===== src/rtl/bitonic_unload_serializer_pkg.sv =====
// Shared types and helpers for the bitonic sorter unload path (package bitonic_pkg).
package bitonic_pkg;

  localparam int unsigned DATA_WIDTH_DEF = 4;
  localparam int unsigned LOG_INPUT_DEF  = 5;
  localparam int unsigned N              = 2 ** LOG_INPUT_DEF;
  localparam int unsigned FRAME_W        = DATA_WIDTH_DEF * N;

  // Upper bounds for the generic slicing helper; any legal configuration must fit inside.
  localparam int unsigned ELEM_W_MAX  = 32;
  localparam int unsigned FRAME_W_MAX = 2048;

  typedef enum logic [0:0] {
    IDLE   = 1'b0,
    STREAM = 1'b1
  } rd_state_e;

  function automatic logic [ELEM_W_MAX-1:0] elem_sel(input logic [FRAME_W_MAX-1:0] frame,
                                                     input int unsigned k,
                                                     input int unsigned dw);
    logic [ELEM_W_MAX-1:0] mask;
    mask = (ELEM_W_MAX'(1'b1) << dw) - ELEM_W_MAX'(1'b1);
    return ELEM_W_MAX'(frame >> (k * dw)) & mask;
  endfunction

endpackage


===== src/rtl/bitonic_unload_serializer_frame_buf.sv =====
// Single-frame holding register with a FULL flag; a load wins over a release in the same cycle.
module bitonic_frame_buf
  import bitonic_pkg::*;
#(
  parameter int unsigned FRAME_WIDTH = FRAME_W
) (
  input  logic                   clk,
  input  logic                   rst,
  input  logic                   load_i,
  input  logic                   release_i,
  input  logic [FRAME_WIDTH-1:0] data_i,
  output logic [FRAME_WIDTH-1:0] data_o,
  output logic                   full_o
);

  logic [FRAME_WIDTH-1:0] data_q, data_d;
  logic                   full_q, full_d;

  always_comb begin
    data_d = data_q;
    full_d = full_q;
    if (load_i) begin
      data_d = data_i;
      full_d = 1'b1;
    end else if (release_i) begin
      full_d = 1'b0;
    end else begin
      full_d = full_q;
    end
  end

  always_ff @(posedge clk or negedge rst) begin
    if (!rst) begin
      data_q <= {FRAME_WIDTH{1'b0}};
      full_q <= 1'b0;
    end else begin
      data_q <= data_d;
      full_q <= full_d;
    end
  end

  assign data_o = data_q;
  assign full_o = full_q;

endmodule


===== src/rtl/bitonic_unload_serializer.sv =====
// Ping-pong capture of sorted frames, serialized one element per valid/ready beat.
// Optional macro BITONIC_UNLOAD_REVERSE_EN emits each frame in descending order.
module bitonic_unload_serializer
  import bitonic_pkg::*;
#(
  parameter int unsigned DATA_WIDTH = DATA_WIDTH_DEF,
  parameter int unsigned LOG_INPUT  = LOG_INPUT_DEF
) (
  input  logic                                  clk,
  input  logic                                  rst,
  input  logic                                  in_valid,
  input  logic [DATA_WIDTH*(2**LOG_INPUT)-1:0]  in_data,
  output logic                                  in_ready,
  output logic                                  out_valid,
  input  logic                                  out_ready,
  output logic [DATA_WIDTH-1:0]                 out_data,
  output logic [LOG_INPUT-1:0]                  out_index,
  output logic                                  out_last,
  output logic                                  overflow
);

  localparam int unsigned NUM_ELEM    = 2 ** LOG_INPUT;
  localparam int unsigned FRAME_WIDTH = DATA_WIDTH * NUM_ELEM;
  localparam logic [LOG_INPUT-1:0] LAST_IDX = LOG_INPUT'(NUM_ELEM - 1);

  rd_state_e              state_q, state_d;
  logic                   wr_sel_q, wr_sel_d;
  logic                   rd_sel_q, rd_sel_d;
  logic [LOG_INPUT-1:0]   index_q, index_d;
  logic                   out_valid_q, out_valid_d;
  logic [DATA_WIDTH-1:0]  out_data_q, out_data_d;
  logic                   out_last_q, out_last_d;
  logic                   overflow_q, overflow_d;

  logic [1:0]             buf_full_s, buf_load_s, buf_rel_s;
  logic [FRAME_WIDTH-1:0] buf_data_s [2];
  logic                   handshake_s, final_beat_s, in_ready_s, capture_s, rd_other_s;
  logic [FRAME_WIDTH-1:0] src_frame_s;
  logic [LOG_INPUT-1:0]   elem_k_s;

  bitonic_frame_buf #(.FRAME_WIDTH(FRAME_WIDTH)) u_buf0 (
    .clk       (clk),
    .rst       (rst),
    .load_i    (buf_load_s[0]),
    .release_i (buf_rel_s[0]),
    .data_i    (in_data),
    .data_o    (buf_data_s[0]),
    .full_o    (buf_full_s[0])
  );

  bitonic_frame_buf #(.FRAME_WIDTH(FRAME_WIDTH)) u_buf1 (
    .clk       (clk),
    .rst       (rst),
    .load_i    (buf_load_s[1]),
    .release_i (buf_rel_s[1]),
    .data_i    (in_data),
    .data_o    (buf_data_s[1]),
    .full_o    (buf_full_s[1])
  );

  // The final beat frees its buffer in the same cycle, so it counts as space for a new frame.
  always_comb begin
    handshake_s  = out_valid_q & out_ready;
    final_beat_s = handshake_s & (index_q == LAST_IDX);
    in_ready_s   = ~buf_full_s[0] | ~buf_full_s[1] | final_beat_s;
    capture_s    = in_valid & in_ready_s;
    rd_other_s   = ~rd_sel_q;
    buf_load_s   = 2'b00;
    buf_load_s[wr_sel_q] = capture_s;
    buf_rel_s    = 2'b00;
    buf_rel_s[rd_sel_q]  = final_beat_s;
  end

  always_comb begin
    state_d    = state_q;
    rd_sel_d   = rd_sel_q;
    index_d    = index_q;
    wr_sel_d   = capture_s ? ~wr_sel_q : wr_sel_q;
    overflow_d = overflow_q | (in_valid & ~in_ready_s);
    case (state_q)
      IDLE: begin
        if (buf_full_s[rd_sel_q] | (capture_s & (wr_sel_q == rd_sel_q))) begin
          state_d = STREAM;
        end else begin
          state_d = IDLE;
        end
      end
      STREAM: begin
        if (final_beat_s) begin
          rd_sel_d = rd_other_s;
          index_d  = {LOG_INPUT{1'b0}};
          if (buf_full_s[rd_other_s] | (capture_s & (wr_sel_q == rd_other_s))) begin
            state_d = STREAM;
          end else begin
            state_d = IDLE;
          end
        end else if (handshake_s) begin
          index_d = index_q + LOG_INPUT'(1'b1);
        end else begin
          index_d = index_q;
        end
      end
      default: begin
        state_d = IDLE;
      end
    endcase
  end

  // Outputs are registered from next state; a frame landing in the buffer about to be read
  // is taken straight from in_data so the first element appears one cycle after capture.
  always_comb begin
    if (capture_s & (wr_sel_q == rd_sel_d)) begin
      src_frame_s = in_data;
    end else begin
      src_frame_s = buf_data_s[rd_sel_d];
    end
`ifdef BITONIC_UNLOAD_REVERSE_EN
    elem_k_s = LAST_IDX - index_d;
`else
    elem_k_s = index_d;
`endif
    out_valid_d = (state_d == STREAM);
    if (out_valid_d) begin
      out_data_d = DATA_WIDTH'(elem_sel(FRAME_W_MAX'(src_frame_s), 32'(elem_k_s), DATA_WIDTH));
    end else begin
      out_data_d = {DATA_WIDTH{1'b0}};
    end
    out_last_d = out_valid_d & (index_d == LAST_IDX);
  end

  always_ff @(posedge clk or negedge rst) begin
    if (!rst) begin
      state_q     <= IDLE;
      wr_sel_q    <= 1'b0;
      rd_sel_q    <= 1'b0;
      index_q     <= {LOG_INPUT{1'b0}};
      out_valid_q <= 1'b0;
      out_data_q  <= {DATA_WIDTH{1'b0}};
      out_last_q  <= 1'b0;
      overflow_q  <= 1'b0;
    end else begin
      state_q     <= state_d;
      wr_sel_q    <= wr_sel_d;
      rd_sel_q    <= rd_sel_d;
      index_q     <= index_d;
      out_valid_q <= out_valid_d;
      out_data_q  <= out_data_d;
      out_last_q  <= out_last_d;
      overflow_q  <= overflow_d;
    end
  end

  assign in_ready  = in_ready_s;
  assign out_valid = out_valid_q;
  assign out_data  = out_data_q;
  assign out_index = index_q;
  assign out_last  = out_last_q;
  assign overflow  = overflow_q;

endmodule


===== config.mk =====
export PLATFORM = sky130hd
export DESIGN_NAME = bitonic_unload_serializer
export DESIGN_NICKNAME = d
export VERILOG_FILES = /design/src/rtl/bitonic_unload_serializer_pkg.sv /design/src/rtl/bitonic_unload_serializer_frame_buf.sv /design/src/rtl/bitonic_unload_serializer.sv
export SDC_FILE = /design/constraint.sdc
export NUM_CORES = 1
export LEC_CHECK = 0
export ABC_CLOCK_PERIOD_IN_PS = 4400
export CELL_PAD_IN_SITES_DETAIL_PLACEMENT = 0
export CELL_PAD_IN_SITES_GLOBAL_PLACEMENT = 1
export CORE_MARGIN = 4
export CORE_UTILIZATION = 30
export DETAILED_ROUTE_END_ITERATION = 6
export GPL_ROUTABILITY_DRIVEN = 0
export PLACE_DENSITY_LB_ADDON = 0.1
export SYNTH_ARGS = -nofsm -noshare
export SYNTH_HDL_FRONTEND = slang
export SYNTH_SLANG_ARGS = --single-unit

===== constraint.sdc =====
create_clock -name clk -period 4.4 [get_ports clk]
set_input_delay 1.1 -clock clk [delete_from_list [all_inputs] [get_ports clk]]
set_output_delay 1.1 -clock clk [all_outputs]
set_load 0.03 [all_outputs]

==> results by group, run 1 <==
Run status
  • Outcome: finished, final reports clean

CTS
  • Worst skew pair latency: 0.54 ns
  • H-tree depth reported by CTS: 2
  • Clk pin slew, worst setup/hold paths: 0.05 ns
  • Clock tree from TritonCTS: built
  • Post-cts sizing count: 0
  • Total setup buffers inserted after CTS: 0
  • Hold buffer count at CTS: 0
  • Total CTS buffers: 36
  • Clk buf depth: 3
  • Clock sink count: 272
  • Buffer type at the clock tree root: sky130_fd_sc_hd__clkbuf_16

Timing
  • Time the worst path needs with I/O delays and setup: 4.05 ns
  • Pins over their slew limit: 0
  • Worst slew slack as a fraction of its limit: 0.505
  • # setup viols final: 0
  • Setup Skew: about 0.016 ns
  • Unrepaired setup endpoints after global routing: no
  • Final worst-path cycle share: 0.920
  • Worst setup slack after layout: 0.353 ns
  • Maximum clock frequency: ~250 MHz
  • Tightest Pin Transition: 0.743 ns
  • Total Negative Setup Slacks: 0 ns
  • Hold Vio Cnt, Final: 0

Power
  • Cell area power density: about 560 nW/um^2
  • Power share of the clock group: 0.301
  • Net switching power of the design: 0.00327 W
  • Internal Pwr Total: ~0.0064 W
  • Sw Ratio: 0.337
  • Peak supply drop: 0.000218 V
  • Combinational cell fraction of total power: 0.337
  • Standby leakage power: 8.05 nW
  • Sequential Power Share: 0.362
  • Final Power: approximately 0.0097 W

Die
  • Die area: 49800 sq um
  • Row count: 78
  • Effective utilization at floorplan: 0.305
  • Y dimension of the die: approximately 220 microns
  • Top-Level Pins: roughly 150
  • Core box area: roughly 46000 sq um
  • Chip width: 223 microns

Placement
  • Post-Place Worst Slack: 0.217 ns
  • Port Buf Inserts: 144
  • Area after DPL: 16200 sq um
  • HPWL Detailed: just under 30 mm

Yosys
  • Number of distinct library cells after synthesis: between 40 and 50
  • Top-count cell post-synth: sky130_fd_sc_hd__nand2_1
  • Synth area leaders: sky130_fd_sc_hd__dfrtp_1, sky130_fd_sc_hd__mux2_2, sky130_fd_sc_hd__nand2_1
  • Synthesis-stage register bit count: 272
  • Prevailing post-synth register cell: sky130_fd_sc_hd__dfrtp_1
  • Yosys warning total: 0
  • Post-synthesis cell count: 1344
  • Syn_area_per_cell: 10.3 sq um
  • Post-synth EDFFs: 0
  • Post-synthesis instance area: 13900 sq um
  • Synth async-reset ratio: 1.00
  • Nets in the synthesized netlist: 1480
  • Share of synthesized area occupied by flip-flops and latches: 0.490
  • Most area-hungry cell type in the Yosys netlist: sky130_fd_sc_hd__dfrtp_1
  • Top cell types by occurrence after synthesis: sky130_fd_sc_hd__nand2_1, sky130_fd_sc_hd__dfrtp_1, sky130_fd_sc_hd__mux2_2
  • Area fraction of the dominant cell type after synthesis: 0.490

Hold path
  • Worst min-delay path class: flip-flop to flip-flop

Global routing
  • Initial antenna violation count: 2
  • Overall fraction of global-route tracks in use: 0.184
  • First-pass GRT wire length: between 70 and 80 mm
  • Number of global-route vias before repair: approximately 11000
  • Largest net degree at the start of global routing: 98
  • Remaining global-route overflow: 0

Worst setup path
  • Maximum fanout count along the critical path: 10
  • Setup crit start kind: flip-flop
  • Critical path data arrival time: 2.95 ns
  • Type of destination of the critical path: primary output
  • WS Path Type: flip-flop to primary output
  • Worst EP required: 3.30 ns

Finish
  • Nets: roughly 1600
  • Count of fill cells added during filler insertion: ~4500
  • Final Cell Area: 17300 sq um
  • Proportion of layout cells with a drive suffix above 1: 0.247
  • Antenna cells: 0
  • Synth-to-layout area growth: 24.7%

Routing
  • Residual antenna-violating net count after detailed routing: 0
  • Overall routed net length: approximately 46 mm
  • Count of unresolved DRC violations after routing: 0
  • Via density per instance: 5.18
  • Detailed-route wire length per cell: 22.0 microns
  • Via Count: 10800
  • Number of detailed-route iterations in the first pass: 5
  • DRC violation total after the first TritonRoute iteration: 744

Run
  • Maxcap violations: 0
-- state kept, by name (all words and copies together), names as in the netlist --
signal         flops
rd_sel_q           1
u_buf0.data_o    128
out_data           4
overflow           1
out_valid          1
wr_sel_q           1
u_buf1.full_o      1
u_buf0.full_o      1
out_index          5
u_buf1.data_o    128
out_last           1
-- power by group through the flow --
| stage | clock [W] | combinational (W) | sequential (W) |
|---|---|---|---|
| 3_5_place_dp | 0 | 0.00332 | 0.00356 |
| 2_1_floorplan | 0 | 0.00203 | 0.00352 |
| 4_1_cts | 0.00303 | 0.00333 | 0.00352 |
| 3_3_place_gp | 0 | 0.00330 | 0.00355 |
| 5_1_grt | 0.00312 | 0.00360 | 0.00360 |
| 6_report | 0.00293 | 0.00327 | 0.00352 |
-- per-layer routing --
metal  share of wire  GRT usage  vias to the layer above  routed length (microns)
met5               0          0                        -                        0
met4           0.022     0.0487                        0                     1010
met3           0.038     0.0275                       56                     1750
met2            0.45      0.285                      202                    20500
met1            0.49      0.268                     5480                    22600
li1                -          -                     5058                        -
-- layout make-up --
type                       instances  area (sq um)  area share
timing repair buffer             189          2020       0.117
multi-input combinational        951          6550       0.378
clock inverter                    10           125     0.00722
clock buffer                      52          1040      0.0601
inverter                          10          37.5     0.00217
sequential                       272          6810       0.393
tap                              600           751      0.0433
-- path summary, 6_finish.rpt --
kind                                    from                 end  cells past startpoint  slack (ns)
max in group asynchronous                rst   u_buf1.data_o[42]                      2        2.78
min in group asynchronous                rst  u_buf0.data_o[119]                      1        0.58
worst max register to register  out_index[0]         out_data[1]                     16        0.46
worst min register to register      overflow            overflow                      1        0.48
worst max-delay path            out_index[0]            in_ready                      6        0.35
worst min-delay path                overflow            overflow                      1        0.48
-- worst max-delay path, cell delays in order (launching register included) --
cell	delay [ns]
sky130_fd_sc_hd__dfrtp_1	0.49
sky130_fd_sc_hd__ha_1	0.25
sky130_fd_sc_hd__and3_1	0.17
sky130_fd_sc_hd__ha_1	0.34
sky130_fd_sc_hd__nand3_1	0.17
sky130_fd_sc_hd__nand3_1	0.25
sky130_fd_sc_hd__clkdlybuf4s50_1	0.73
-- placed cells by master (no fill, tap or decap), types with 13 or more instances in the layout --
cell type                         instances
sky130_fd_sc_hd__mux2_2                 256
sky130_fd_sc_hd__o21ai_0                 42
sky130_fd_sc_hd__clkbuf_16               37
sky130_fd_sc_hd__clkdlybuf4s50_1        143
sky130_fd_sc_hd__a21oi_1                 13
sky130_fd_sc_hd__and3_1                  58
sky130_fd_sc_hd__a211oi_1                44
sky130_fd_sc_hd__a31oi_1                 98
sky130_fd_sc_hd__dfrtp_1                272
sky130_fd_sc_hd__buf_4                   26
sky130_fd_sc_hd__buf_12                  19
sky130_fd_sc_hd__o211ai_1                17
sky130_fd_sc_hd__nand2_1                306
sky130_fd_sc_hd__nand3_1                 60
-- cells by family after synthesis --
| kind of cell | Yosys count | synth area share |
|---|---|---|
| buf+inv | 121 | 0.0424 |
| fa+ha+maj | 4 | 0.00360 |
| simple gates | 450 | 0.142 |
| compound gates | 240 | 0.114 |
| mux | 257 | 0.208 |
| flops | 272 | 0.490 |
-- per-stage QoR --
stage | utilization | cells | hold slack, ns
3_5_place_dp | 0.355 | 2022 | 0.475
5_1_grt | 0.380 | 2084 | 0.508
2_1_floorplan | - | 1344 | 0.469
4_1_cts | 0.380 | 2084 | 0.484
6_report | 0.380 | 2084 | 0.476
3_3_place_gp | 0.355 | 2022 | 0.478
No activity file was read; power rests on OpenSTA's default activity.
==> inputs of run 2 (changes only) <==
Settings changed: HOLD_SLACK_MARGIN set to 0.03, MAX_ROUTING_LAYER set to met4.
==> run 2 against run 1 <==
Against the previous run: routed wire length hardly changed; die area stayed put; critical path depth stayed put; largest cell class unchanged; worst hold slack better by 0.0031 ns; core utilization stayed put.
==> results by group, run 2 (synthesized netlist as in run 1, its figures left out) <==
Run status
  • Outcome: finished, final reports clean

CTS
  • Total setup buffers inserted after CTS: 0
  • Clock sink count: 272
  • H-tree depth reported by CTS: 2
  • Post-cts sizing count: 0
  • Buffer type at the clock tree root: sky130_fd_sc_hd__clkbuf_16
  • Worst skew pair latency: ~0.54 ns
  • Clk buf depth: 3
  • Hold buffer count at CTS: 0
  • Total CTS buffers: 36
  • Clock tree from TritonCTS: built
  • Clk pin slew, worst setup/hold paths: 0.05 ns

Worst setup path
  • Slack of the worst reg-to-reg path: 0.50 ns
  • Worst EP required: 3.30 ns
  • Stages on worst setup path: 6
  • Maximum fanout count along the critical path: 10
  • Critical path data arrival time: just under 3 ns
  • Count of buffering cells on the critical path with inverters included: 1
  • Setup crit start kind: flip-flop
  • Ordered cell list for the critical path: ha_1 -> and3_1 -> ha_1 -> nand3_1 -> nand3_1 -> clkdlybuf4s50_1
  • Critical path's top delay family: buffers and inverters
  • Slowest-stage cell, CP: sky130_fd_sc_hd__clkdlybuf4s50_1
  • Depth of the most critical reg-to-reg path: 16
  • WS Path Type: flip-flop to primary output
  • Type of destination of the critical path: primary output
  • Launch instance of the worst register-to-register path: out_index[0]
  • Maximum cell stage delay along the critical path: 0.74 ns
  • End of the worst register-to-register path: out_data[1]

Power
  • Cell area power density: 561 nW/um^2
  • Standby leakage power: between 8 and 9 nW
  • Peak supply drop: 0.000218 V

Hold path
  • Endpoint with the worst hold slack: overflow
  • Worst min-delay path class: flip-flop to flip-flop
  • Depth of the worst hold-timing path: 1
  • Worst hold start: overflow

Finish
  • Final Cell Area: between 15000 and 20000 sq um
  • Antenna cells: 0
  • Synth-to-layout area growth: 24.7%
  • Most used cells in the layout excluding fill and tap cells: sky130_fd_sc_hd__nand2_1, sky130_fd_sc_hd__dfrtp_1, sky130_fd_sc_hd__mux2_2
  • Nets: between 1500 and 2000
  • Most common cell after layout, fill and taps aside: sky130_fd_sc_hd__nand2_1
  • Proportion of layout cells with a drive suffix above 1: 0.247
  • Post-Layout Cell Count: 2084

Die
  • Die area: 49800 sq um
  • Top-Level Pins: 145
  • Y dimension of the die: ~220 microns
  • Core box area: between 40000 and 50000 sq um
  • Chip width: 223 microns
  • Row count: 78
  • Effective utilization at floorplan: 0.305

Timing
  • Unrepaired setup endpoints after global routing: no
  • Setup Skew: 0.0171 ns
  • Total Negative Setup Slacks: 0 ns
  • Pins over their slew limit: 0
  • Worst slew slack as a fraction of its limit: 0.507
  • Final worst-path cycle share: 0.918
  • # setup viols final: 0
  • Time the worst path needs with I/O delays and setup: 4.04 ns
  • Tightest Pin Transition: 0.739 ns
  • Hold Vio Cnt, Final: 0
  • Maximum clock frequency: between 200 and 250 MHz

Placement
  • Port Buf Inserts: about 140
  • HPWL Detailed: between 20 and 30 mm
  • Number of placed instances with taps included: roughly 2000
  • Area after DPL: 16200 sq um

Routing
  • Overall routed net length: 45.9 mm
  • Residual antenna-violating net count after detailed routing: 0
  • Number of detailed-route iterations in the first pass: 7
  • Detailed-route wire length per cell: 22.0 microns
  • Highest routed layer: met4
  • Via Count: 10800
  • Met2 wire len: slightly above 20 mm
  • Met3 routed WL: 1.51 mm
  • Via density per instance: 5.20
  • DRC violation total after the first TritonRoute iteration: 705
  • Count of unresolved DRC violations after routing: 0
  • Metal1 wirelength: 22.7 mm

Global routing
  • First-pass GRT wire length: 71.2 mm
  • Number of global-route vias before repair: 11200
  • Largest net degree at the start of global routing: 98
  • Initial antenna violation count: 2
  • Remaining global-route overflow: 0
  • Overall fraction of global-route tracks in use: 0.189

Run
  • Maxcap violations: 0
run 2: cell counts in the layout (fill, tap and decap cells not counted):
Identical to the previous run, type by type.
run 2: layout make-up:
cell class	count	area, sq um
flip-flops and latches	272	6810
clock inverters	10	125
repair buffers	189	2020
multi-input cells	951	6550
clock buffers	52	1040
fillers	4484	28200
inverters	10	37.5
well taps	600	751
run 2: per-stage QoR:
step                      setup WS (ns)  total power [W]  hold WS, ns  utilization
after floorplan                    1.05          0.00555        0.469            -
after global placement            0.176          0.00685        0.478        0.355
after detailed placement          0.217          0.00688        0.475        0.355
after CTS                         0.321          0.00988        0.484        0.380
after global routing              0.170           0.0103        0.508        0.380
final                             0.360          0.00972        0.479        0.380
run 2: metal layers:
layer | vias to the layer above | GRT usage
met5 | - | -
met4 | 0 | 0.0487
met3 | 61 | 0.0251
met2 | 195 | 0.286
met1 | 5519 | 0.269
li1 | 5059 | -
run 2: worst max path at each step:
stage                      start     endpoint  slack (ns)
floorplan           out_index[0]  out_data[0]        1.05
global placement       out_ready  out_data[1]        0.18
detailed placement     out_ready  out_data[1]        0.22
CTS                 out_index[0]     in_ready        0.32
global route        out_index[0]     in_ready        0.17
finish              out_index[0]     in_ready        0.36
run 2: where the power goes:
| part | switching (W) | internal, W | leakage, nW | total (W) |
|---|---|---|---|---|
| clock | 0.00112 | 0.00181 | 0.579 | 0.00293 |
| combinational | 0.00182 | 0.00145 | 3.75 | 0.00327 |
| sequential | 0.000342 | 0.00318 | 3.72 | 0.00352 |
| total | 0.00328 | 0.00644 | 8.05 | 0.00972 |
==> inputs of run 3 (changes only) <==
Settings changed: ABC_AREA set to 1, CORE_UTILIZATION 30 to 42, RECOVER_POWER set to 25.
==> run 3 against run 2 <==
Against the previous run: critical path depth shrank 1; final cell count grew 30%; the run now ends with capacitance limit, slew limit left; clock-buffer cell count grew 1; area after synthesis grew 6.7%; sequential power grew 21%; largest power group is now combinational cells; critical endpoint unchanged; cell area grew 2.5%; combinational power grew 100%; setup slack gained 0.18 ns; fmax grew 4.5%; global-route usage grew 4.3 points; routed wire length shrank 6.0%.
==> results by group, run 3 <==
Power
  • Peak supply drop: 0.000362 V
  • Cell area power density: 764 nW/um^2
  • Standby leakage power: 9.41 nW

Timing
  • Unrepaired setup endpoints after global routing: no
  • Time the worst path needs with I/O delays and setup: 3.86 ns
  • Final worst-path cycle share: 0.878
  • Hold Vio Cnt, Final: 0
  • Total Negative Setup Slacks: 0 ns
  • Setup Skew: between 0.015 and 0.02 ns
  • Pins over their slew limit: approximately 100
  • Worst hold slack across all endpoints: 0.479 ns
  • Worst slew slack as a fraction of its limit: -0.704
  • # setup viols final: 0
  • Maximum clock frequency: 259 MHz
  • Tightest Pin Transition: 2.56 ns

CTS
  • Clk pin slew, worst setup/hold paths: 0.05 ns
  • Hold buffer count at CTS: 0
  • H-tree depth reported by CTS: 2
  • Post-cts sizing count: 0
  • Clk buf depth: 3
  • Buffer type at the clock tree root: sky130_fd_sc_hd__clkbuf_16
  • Clock sink count: about 270
  • Total CTS buffers: 34
  • Worst skew pair latency: 0.52 ns
  • Clock tree from TritonCTS: built
  • Total setup buffers inserted after CTS: 0

Yosys
  • Top cell types by occurrence after synthesis: sky130_fd_sc_hd__nand2_1, sky130_fd_sc_hd__o21ai_0, sky130_fd_sc_hd__dfrtp_1
  • Top-count cell post-synth: sky130_fd_sc_hd__nand2_1
  • Share of synthesized area occupied by flip-flops and latches: 0.459
  • Synthesis-stage register bit count: 272
  • Prevailing post-synth register cell: sky130_fd_sc_hd__dfrtp_1
  • Synth area leaders: sky130_fd_sc_hd__dfrtp_1, sky130_fd_sc_hd__nand2_1, sky130_fd_sc_hd__o21ai_0
  • Syn_area_per_cell: 6.88 sq um
  • Post-synth EDFFs: 0
  • Post-synthesis instance area: between 10000 and 15000 sq um
  • Nets in the synthesized netlist: around 2300
  • Post-synthesis cell count: ~2200
  • Area fraction of the dominant cell type after synthesis: 0.459
  • Most area-hungry cell type in the Yosys netlist: sky130_fd_sc_hd__dfrtp_1
  • Yosys warning total: 0
  • Number of distinct library cells after synthesis: 26
  • Synth async-reset ratio: 1.00

Global routing
  • Number of global-route vias before repair: 13400
  • Overall fraction of global-route tracks in use: 0.232
  • First-pass GRT wire length: about 71 mm
  • Met1 Resource Use GR: 0.315
  • GR met2 Demand/Resource: 0.367
  • Remaining global-route overflow: 0
  • Largest net degree at the start of global routing: 109
  • Global routing met3 resource utilization: 0.0364
  • Highest-utilization routing layer at the global route stage: met2
  • Initial antenna violation count: 0

Hold path
  • Worst min-delay path class: flip-flop to flip-flop

Finish
  • Most common cell after layout, fill and taps aside: sky130_fd_sc_hd__nand2_1
  • Most used cells in the layout excluding fill and tap cells: sky130_fd_sc_hd__nand2_1, sky130_fd_sc_hd__o21ai_0, sky130_fd_sc_hd__dfrtp_1
  • Nets: 2372
  • Post-Route Utilization: 0.512
  • Proportion of layout cells with a drive suffix above 1: 0.0473
  • Count of fill cells added during filler insertion: 3602
  • Antenna cells: 0
  • Synth-to-layout area growth: 19.8%

Die
  • Top-Level Pins: about 150
  • Row count: 68
  • Y dimension of the die: 196 microns
  • Die area: approximately 38000 sq um
  • Effective utilization at floorplan: 0.427
  • Chip width: ~200 microns
  • Core box area: 34700 sq um

Routing
  • Via Count: 13500
  • Overall routed net length: roughly 43 mm
  • Residual antenna-violating net count after detailed routing: 0
  • Number of detailed-route iterations in the first pass: 5
  • Count of unresolved DRC violations after routing: 0
  • Via density per instance: 4.97
  • Detailed-route wire length per cell: 15.9 microns
  • DRC violation total after the first TritonRoute iteration: ~880

Worst setup path
  • Worst EP required: 3.30 ns
  • Maximum fanout count along the critical path: 6
  • Critical path data arrival time: 2.76 ns
  • Setup crit start kind: input pin
  • Type of destination of the critical path: primary output
  • WS Path Type: input pin to primary output

Run status
  • Failing checks: capacitance limit, slew limit
  • Outcome: finished with violations

Run
  • Maxcap violations: 1

Placement
  • HPWL Detailed: 27.0 mm
  • Port Buf Inserts: 144
## run 3: cell count changes after synthesis, sizes merged, moves of 14 or more
| cell | delta |
|---|---|
| o21ai | +274 |
| clkbuf | +33 |
| a31oi | -97 |
| inv | +229 |
| nand2 | +667 |
| and3 | -58 |
| a21oi | -14 |
| nand3 | +109 |
| mux2 | -256 |
| nor2 | +28 |
| a211oi | -44 |
## run 3: cell type report
type	instances	area [sq um]	share of cell area
clock buffers	53	1040	0.0583
clock inverters	7	63.8	0.00359
inverters	239	897	0.0505
multi-input cells	1512	6480	0.365
flip-flops and latches	272	6810	0.383
well taps	455	569	0.0320
repair buffers	177	1910	0.108
## run 3: path summary, 6_finish.rpt
kind	end	cells after the start	startpoint	slack, ns
worst max-delay path	in_ready	5	out_ready	0.54
worst min-delay path	u_buf0.data_o[46]	2	u_buf0.data_o[46]	0.48
worst max register to register	out_data[1]	21	out_index[1]	1.00
worst min register to register	u_buf0.data_o[46]	2	u_buf0.data_o[46]	0.48
max in group asynchronous	u_buf1.data_o[120]	2	rst	1.02
min in group asynchronous	u_buf0.data_o[113]	1	rst	1.37
## run 3: metrics by stage
stage               instances  power [W]  setup slack (ns)  instance area (sq um)
floorplan                2156    0.00891              1.43                  14800
detailed placement       2655     0.0109             0.430                  16700
CTS                      2715     0.0137             0.520                  17800
global placement         2655     0.0108             0.441                  16700
global route             2715     0.0149             0.372                  17800
finish                   2715     0.0136             0.535                  17800
## run 3: metal layers
layer	up-vias	wire, microns
met5	-	0
met4	0	975
met3	59	2100
met2	292	19900
met1	6305	20100
li1	6846	-
## run 3: critical path, cell delays in order
cell	delay, ns
sky130_fd_sc_hd__clkdlybuf4s50_1	0.58
sky130_fd_sc_hd__nand3_4	0.10
sky130_fd_sc_hd__buf_4	0.19
sky130_fd_sc_hd__nand2_2	0.11
sky130_fd_sc_hd__clkdlybuf4s50_1	0.68
## run 3: cells by family after synthesis
| group | Yosys count | share of synthesized area |
|---|---|---|
| flip-flops | 272 | 0.459 |
| AND/OR/NAND/NOR | 1182 | 0.319 |
| adder cells (fa/ha/maj) | 4 | 0.00337 |
| buffers and inverters | 372 | 0.107 |
| AO/OA/AOI/OAI | 326 | 0.111 |
## run 3: power by group
part	internal, W	switching [W]
Clock	0.00168	0.00108
Sequential	0.00365	0.000608
Combinational	0.00229	0.00427
